--- config.mk ---
export PLATFORM = sky130hd
export DESIGN_NAME = conv_out_collector_flat
export DESIGN_NICKNAME = d
export VERILOG_FILES = /design/src/rtl/conv_out_collector_if.sv /design/src/rtl/conv_out_collector.sv /design/src/flat_wrapper.sv
export SDC_FILE = /design/constraint.sdc
export NUM_CORES = 1
export LEC_CHECK = 0
export BUFFER_PORTS_ARGS = -buffer_cell sky130_fd_sc_hd__buf_2
export CAP_MARGIN = 20
export CORE_UTILIZATION = 50
export DETAILED_ROUTE_END_ITERATION = 16
export GPL_TIMING_DRIVEN = 0
export PLACE_DENSITY = 0.77
export SYNTH_ARGS = -nofsm -noshare
export SYNTH_HDL_FRONTEND = slang
export SYNTH_SLANG_ARGS = --single-unit
--- constraint.sdc ---
create_clock -name clk -period 4.6 [get_ports clk]
set_clock_uncertainty 0.2 [all_clocks]
set_input_delay 0.69 -clock clk [delete_from_list [all_inputs] [get_ports clk]]
set_output_delay 0.69 -clock clk [all_outputs]
set_load 0.01 [all_outputs]
--- src/rtl/conv_out_collector_if.sv ---
// Handshake and data bundle between the PE channels, partial-sum FIFO,
// output FIFO and the conv_out_collector. master = environment, slave = collector.
interface conv_out_collector_if #(
    parameter int NUM_CH     = 4,
    parameter int PSUM_WIDTH = 16,
    parameter int OUT_WIDTH  = 17
);
    logic                         clear;
    logic [1:0]                   mode;
    logic [NUM_CH-1:0]            ch_valid;
    logic [NUM_CH*PSUM_WIDTH-1:0] ch_data;
    logic [NUM_CH-1:0]            ch_ready;
    logic [PSUM_WIDTH-1:0]        psum_data;
    logic                         psum_empty;
    logic                         psum_ren;
    logic                         out_full;
    logic                         out_wen;
    logic [OUT_WIDTH-1:0]         out_din;
    logic                         busy;
    logic [15:0]                  wr_count;
    logic                         sat_flag;

    modport master (
        output clear, mode, ch_valid, ch_data, psum_data, psum_empty, out_full,
        input  ch_ready, psum_ren, out_wen, out_din, busy, wr_count, sat_flag
    );

    modport slave (
        input  clear, mode, ch_valid, ch_data, psum_data, psum_empty, out_full,
        output ch_ready, psum_ren, out_wen, out_din, busy, wr_count, sat_flag
    );
endinterface

--- src/rtl/conv_out_collector.sv ---
// Multi-channel PE result collector: PASS / ACC / REDUCE into one output FIFO.
// Optional OUT_SAT_EN: saturating narrowing to OUT_WIDTH with sticky sat_flag.
module conv_out_collector #(
    parameter int NUM_CH     = 4,
    parameter int PSUM_WIDTH = 16,
    parameter int OUT_WIDTH  = 17
) (
    input  logic                   clk,
    input  logic                   rstn,
    conv_out_collector_if.slave    bus
);
    localparam int GW    = $clog2(NUM_CH);
    localparam int SUM_W = PSUM_WIDTH + $clog2(NUM_CH) + 1;
    localparam int EXT_W = (SUM_W > OUT_WIDTH) ? SUM_W : OUT_WIDTH;
    localparam logic [GW-1:0] LAST_INIT = GW'(NUM_CH - 1);
    localparam logic [1:0] MODE_ACC    = 2'b01;
    localparam logic [1:0] MODE_REDUCE = 2'b10;

    typedef enum logic {PICK = 1'b0, WRITE = 1'b1} state_e;

    state_e                       state_q, state_d;
    logic [NUM_CH-1:0]            hold_vld_q, hold_vld_d;
    logic signed [PSUM_WIDTH-1:0] hold_dat_q [NUM_CH];
    logic [GW-1:0]                last_gnt_q, last_gnt_d;
    logic [OUT_WIDTH-1:0]         out_din_q, out_din_d;
    logic [15:0]                  wr_count_q, wr_count_d;

    logic [NUM_CH-1:0]            ch_ready, capture;
    logic [GW-1:0]                gnt_idx, cand;
    logic                         gnt_found, pick_fire, clamp;
    logic signed [EXT_W-1:0]      pass_sum, acc_sum, red_sum, sel_sum;
    logic [OUT_WIDTH-1:0]         narrow_out;

    function automatic logic signed [EXT_W-1:0] sext(input logic [PSUM_WIDTH-1:0] v);
        return {{(EXT_W-PSUM_WIDTH){v[PSUM_WIDTH-1]}}, v};
    endfunction

    assign ch_ready     = {NUM_CH{rstn & ~bus.clear}} & ~hold_vld_q;
    assign capture      = bus.ch_valid & ch_ready;
    assign bus.ch_ready = ch_ready;
    assign bus.out_din  = out_din_q;
    assign bus.wr_count = wr_count_q;
    assign bus.busy     = (|hold_vld_q) | (state_q == WRITE);

    // Round-robin search from last_gnt+1; descending k lets the nearest hit win.
    always_comb begin
        gnt_found = 1'b0;
        gnt_idx   = '0;
        cand      = '0;
        for (int k = NUM_CH; k >= 1; k--) begin
            cand = GW'((int'(last_gnt_q) + k) % NUM_CH);
            if (hold_vld_q[cand]) begin
                gnt_found = 1'b1;
                gnt_idx   = cand;
            end
        end
    end

    always_comb begin
        pass_sum = sext(hold_dat_q[gnt_idx]);
        acc_sum  = pass_sum + sext(bus.psum_data);
        red_sum  = '0;
        for (int i = 0; i < NUM_CH; i++) begin
            red_sum = red_sum + sext(hold_dat_q[i]);
        end
        case (bus.mode)
            MODE_ACC:    sel_sum = acc_sum;
            MODE_REDUCE: sel_sum = red_sum;
            default:     sel_sum = pass_sum;
        endcase
    end

`ifdef OUT_SAT_EN
    localparam logic signed [EXT_W-1:0] SAT_MAX =
        {{(EXT_W-OUT_WIDTH+1){1'b0}}, {(OUT_WIDTH-1){1'b1}}};
    localparam logic signed [EXT_W-1:0] SAT_MIN = ~SAT_MAX;
    logic sat_q, sat_d;

    always_comb begin
        narrow_out = sel_sum[OUT_WIDTH-1:0];
        clamp      = 1'b0;
        if (sel_sum > SAT_MAX) begin
            narrow_out = SAT_MAX[OUT_WIDTH-1:0];
            clamp      = 1'b1;
        end else if (sel_sum < SAT_MIN) begin
            narrow_out = SAT_MIN[OUT_WIDTH-1:0];
            clamp      = 1'b1;
        end
    end

    always_comb begin
        sat_d = sat_q;
        if (bus.clear)
            sat_d = 1'b0;
        else if (pick_fire && clamp)
            sat_d = 1'b1;
    end

    always_ff @(posedge clk or negedge rstn) begin
        if (!rstn) sat_q <= 1'b0;
        else       sat_q <= sat_d;
    end

    assign bus.sat_flag = sat_q;
`else
    logic unused_sum;

    assign narrow_out   = sel_sum[OUT_WIDTH-1:0];
    assign clamp        = 1'b0;
    assign unused_sum   = ^{sel_sum, clamp};
    assign bus.sat_flag = 1'b0;
`endif

    // NOTE: every output of this block gets a default first, so no path
    // leaves a variable unassigned and no latch is inferred.
    always_comb begin
        state_d      = state_q;
        hold_vld_d   = hold_vld_q | capture;
        last_gnt_d   = last_gnt_q;
        out_din_d    = out_din_q;
        wr_count_d   = wr_count_q;
        pick_fire    = 1'b0;
        bus.psum_ren = 1'b0;
        bus.out_wen  = 1'b0;
        if (bus.clear) begin
            state_d    = PICK;
            hold_vld_d = '0;
            last_gnt_d = LAST_INIT;
            out_din_d  = '0;
            wr_count_d = '0;
        end else begin
            case (state_q)
                PICK: begin
                    case (bus.mode)
                        MODE_ACC:    pick_fire = gnt_found & ~bus.psum_empty;
                        MODE_REDUCE: pick_fire = &hold_vld_q;
                        default:     pick_fire = gnt_found;
                    endcase
                    bus.psum_ren = pick_fire & (bus.mode == MODE_ACC);
                    if (pick_fire) begin
                        out_din_d = narrow_out;
                        state_d   = WRITE;
                        if (bus.mode == MODE_REDUCE) begin
                            hold_vld_d = '0;
                        end else begin
                            hold_vld_d[gnt_idx] = 1'b0;
                            last_gnt_d          = gnt_idx;
                        end
                    end
                end
                WRITE: begin
                    bus.out_wen = ~bus.out_full;
                    if (!bus.out_full) begin
                        wr_count_d = wr_count_q + 16'd1;
                        state_d    = PICK;
                    end
                end
                default: state_d = PICK;
            endcase
        end
    end

    // NOTE: state uses non-blocking assignments so every flop samples the
    // pre-edge values; the combinational blocks above use blocking ones.
    always_ff @(posedge clk or negedge rstn) begin
        if (!rstn) begin
            state_q    <= PICK;
            hold_vld_q <= '0;
            last_gnt_q <= LAST_INIT;
            out_din_q  <= '0;
            wr_count_q <= '0;
        end else begin
            state_q    <= state_d;
            hold_vld_q <= hold_vld_d;
            last_gnt_q <= last_gnt_d;
            out_din_q  <= out_din_d;
            wr_count_q <= wr_count_d;
        end
    end

    // NOTE: hold data needs no reset; it is only consumed while hold_vld is set.
    always_ff @(posedge clk) begin
        for (int i = 0; i < NUM_CH; i++) begin
            if (capture[i]) hold_dat_q[i] <= bus.ch_data[i*PSUM_WIDTH +: PSUM_WIDTH];
        end
    end
endmodule

--- src/flat_wrapper.sv ---
// flat-port wrapper written by rule: the top's interface ports become plain ports
module conv_out_collector_flat 
#(
    parameter int NUM_CH     = 4,
    parameter int PSUM_WIDTH = 16,
    parameter int OUT_WIDTH  = 17
)
  (clk, rstn, bus_clear, bus_mode, bus_ch_valid, bus_ch_data, bus_psum_data, bus_psum_empty, bus_out_full, bus_ch_ready, bus_psum_ren, bus_out_wen, bus_out_din, bus_busy, bus_wr_count, bus_sat_flag);
  conv_out_collector_if #(.NUM_CH(NUM_CH), .PSUM_WIDTH(PSUM_WIDTH), .OUT_WIDTH(OUT_WIDTH)) bus_i ();
  input  logic clk;
  input  logic rstn;
  input wire logic [$bits(bus_i.clear)-1:0] bus_clear;
  input wire logic [$bits(bus_i.mode)-1:0] bus_mode;
  input wire logic [$bits(bus_i.ch_valid)-1:0] bus_ch_valid;
  input wire logic [$bits(bus_i.ch_data)-1:0] bus_ch_data;
  input wire logic [$bits(bus_i.psum_data)-1:0] bus_psum_data;
  input wire logic [$bits(bus_i.psum_empty)-1:0] bus_psum_empty;
  input wire logic [$bits(bus_i.out_full)-1:0] bus_out_full;
  output wire logic [$bits(bus_i.ch_ready)-1:0] bus_ch_ready;
  output wire logic [$bits(bus_i.psum_ren)-1:0] bus_psum_ren;
  output wire logic [$bits(bus_i.out_wen)-1:0] bus_out_wen;
  output wire logic [$bits(bus_i.out_din)-1:0] bus_out_din;
  output wire logic [$bits(bus_i.busy)-1:0] bus_busy;
  output wire logic [$bits(bus_i.wr_count)-1:0] bus_wr_count;
  output wire logic [$bits(bus_i.sat_flag)-1:0] bus_sat_flag;
  assign bus_i.clear = bus_clear;
  assign bus_i.mode = bus_mode;
  assign bus_i.ch_valid = bus_ch_valid;
  assign bus_i.ch_data = bus_ch_data;
  assign bus_i.psum_data = bus_psum_data;
  assign bus_i.psum_empty = bus_psum_empty;
  assign bus_i.out_full = bus_out_full;
  assign bus_ch_ready = bus_i.ch_ready;
  assign bus_psum_ren = bus_i.psum_ren;
  assign bus_out_wen = bus_i.out_wen;
  assign bus_out_din = bus_i.out_din;
  assign bus_busy = bus_i.busy;
  assign bus_wr_count = bus_i.wr_count;
  assign bus_sat_flag = bus_i.sat_flag;
  conv_out_collector #(.NUM_CH(NUM_CH), .PSUM_WIDTH(PSUM_WIDTH), .OUT_WIDTH(OUT_WIDTH)) u_core (.clk(clk), .rstn(rstn), .bus(bus_i));
endmodule
==> impl_metrics.yaml <==
setup_path:
  cp_common_cell: "mux2i_1"
  critPathKind: "reg -> reg"
  worstPathMaxFanout: 10
  cp-start-kind: "flip-flop"
  rrSetupSlack_ps: 320
  slowest_delay_ps: 520
  end_kind: "flip-flop"
  critPathSlowestCell: "dfstp_2"
  required_ps: 4600
  critical_path_arrival_ps: 4280
  crit_chain: "buf_4 > nand2_1 > a21oi_1 > o221a_1 > buf_6 > buf_12 > mux2i_1 > mux2i_1 > ha_1 > nor2b_1 > o31a_1 > o31ai_1 > a21oi_1 > mux2i_1 > a221oi_1 > nor3_1"
final_layout:
  multi_input_area_um2: 3840
  diodes: 0
  stdcell_count: 1001
  final_nets: 976
  fillCellCount: 1175
  area.sequential_um2: 2930
  drive_above_1_share_pct: 21.3
  area_growth_pct: 16.1
synthesis:
  synth.distinct_cells: 70
  synth.area.top_cells: "edfxtp_1 27%, dfrtp_1 13%, fa_1 9.2%"
  synthTopCellsByCount: "66 x inv_1, 64 x edfxtp_1, 56 x mux2i_1"
  syn_area_um2: 7170
  postSynthAreaPerCell_um2: 10.6
  ys_warn_count: 0
  syn_nets: 836
  syn-instance-count: 676
  synth_edf_count: 64
  synth_top_area_cell: "edfxtp_1"
  ys_async_sr_fraction_pct: 38.5
  ys.flop_type: "edfxtp_1"
  synth_seq_area_share_pct: 40.8
  synth-seq-cells: 104
  synthMostInstantiatedCell: "inv_1"
  synth_top_cell_area_share_pct: 26.8
drt:
  drt-initial-drc-count: 456
  drc: 0
  top_layer: "met4"
  vias_per_cell: 5.73
  ant_nets: 0
  wl_per_cell_um: 17.7
  wl_met1_mm: 7.84
  wl_met2_mm: 8.30
  dr_total_vias: 5739
  wl_met3_mm: 1.14
  first_pass_iters: 7
  drt_wl_total_mm: 17.7
grt:
  antenna_found_initial: 0
  grt_max_degree: 42
  grt_pass1_vias: 5507
  track_usage_pct: 25.0
  gr-total-overflow: 0
  grt_pass1_wl_mm: 27.7
power_and_ir_drop:
  p_total_uw: 2730
  peakVddDrop_v: 0.000246
  power_density_nw_per_um2: 328
  power_leakage_uw: 0.00390
placed_design:
  dp_cells: 985
  port_buffers: 129
  place_congestion: 0.906
  dp_hpwl_mm: 14.0
floorplanning:
  coreArea_um2: 13900
  rows: 43
  die_area_um2: 14800
  floorplan.io_pins: 132
  start_util_pct: 51.5
  die_x_um: 122
  fp.dieH_um: 122
clock_tree:
  clk_pin_slew_worst_paths_ps: 70
  clk_latency_ps: 360
  htree_num_levels: 3
  cts_tree: "done"
  cts_setup_buffers: 0
  clock-sinks: 104
  root_buffer: "clkbuf_16"
  cts_made_buffers: 9
  cts_buffer_depth: 2
sta:
  fmax_ghz: 0.234
  grt_setup_unrepaired: "no"
  slew_viol_final: 0
  period_share_pct: 93.0
  final.min_clock_period_ps: 4280
  worst_pin_slew_ps: 979
  slew-limit-headroom_pct: 34.7
  final-hold-violation-count: 0
  setup_viol: 0
  tns_ps: 0
  worst_hold_slack_ps: 279
flow_run:
  maxCapViolCount: 0
outcome:
  outcome: "finished, final reports clean"
hold_path:
  hold_path.class: "in -> async"
==> cell families after synthesis <==
| group | count (synthesis) | share of synthesized area [%] |
|---|---|---|
| mux | 57 | 7.97 |
| xor+xnor | 33 | 4.03 |
| fa+ha+maj | 69 | 15.5 |
| other cells | 1 | 0.0523 |
| buf+inv | 93 | 5.69 |
| compound gates | 152 | 14.8 |
| simple gates | 167 | 11.2 |
| flops | 104 | 40.8 |
==> through the flow <==
step	setup slack, ps	instance area [um2]	utilization [%]
after floorplan	972	7170	-
after global placement	314	8050	57.7
after detailed placement	292	8050	57.7
after CTS	254	8330	59.8
after global routing	5.92	8330	59.8
final	323	8330	59.8
==> metal layers <==
layer	track usage (%)	vias up
li1	-	2709
met1	33.2	2776
met2	40.0	223
met3	4.96	31
met4	10.0	0
met5	0	-
==> worst paths after layout <==
path                                       start                       end  depth (start not counted)
setup reg to reg            u_core.last_gnt_q[1]    u_core.bus.out_din[12]                         16
min in group clk                 bus_ch_data[61]  u_core.hold_dat_q[3][13]                          1
hold / removal                              rstn    u_core.bus.wr_count[6]                          1
hold reg to reg            u_core.bus.out_din[1]     u_core.bus.out_din[1]                          2
max in group asynchronous                   rstn    u_core.bus.out_din[12]                          1
setup / recovery            u_core.last_gnt_q[1]    u_core.bus.out_din[12]                         16
==> what timing repair did <==
item	4_1_cts	5_1_grt
setup endpoints to repair	0	1
hold buffers	0	0
gates resized for setup	0	2
==> layout make-up <==
cell class | instances | share of cell area (%)
Buffer | 25 | 1.85
Multi-Input combinational cell | 479 | 46.1
Inverter | 68 | 3.06
Clock buffer | 12 | 3.11
Clock inverter | 4 | 0.300
Timing Repair Buffer | 129 | 7.75
Tap cell | 180 | 2.70
Sequential cell | 104 | 35.1
==> power breakdown <==
group	internal (uW)	switching (uW)	leakage, uW	total (uW)
combinational	378	539	0.00262	916
clock	403	343	0.000145	746
sequential	1040	31.4	0.00113	1070
total	1820	913	0.00390	2730
==> critical path, delay by kind of cell, from the launching register on <==
kind                     cells  cell delay (ps)
AO/OA/AOI/OAI                6             1630
adder cells (fa/ha/maj)      1              350
multiplexers                 3              610
AND/OR/NAND/NOR              3              320
flip-flops                   1              520
buffers and inverters        3              470
==> sequential cells by signal, indices dropped and copies added, names as in the netlist <==
register and cells:
u_core.hold_vld_q 4, u_core.state_q 1, u_core.bus.wr_count 16, u_core.last_gnt_q 2
u_core.bus.out_din 17, u_core.hold_dat_q 64
==> layout by cell type (no fill, tap or decap), types with 7 or more instances in the layout <==
cell,instances
a211oi_1,8
a21oi_1,37
and2_1,9
and3_1,8
buf_2,135
clkbuf_1,12
clkbuf_16,10
dfrtp_1,38
edfxtp_1,64
fa_1,33
ha_1,36
inv_1,66
mux2i_1,56
nand2_1,41
nand3_1,13
nor2_1,55
nor3_1,10
o21a_1,8
o21ai_0,29
o22ai_1,7
xnor2_1,11
xor2_1,22
(Power assumes the default switching activity.)
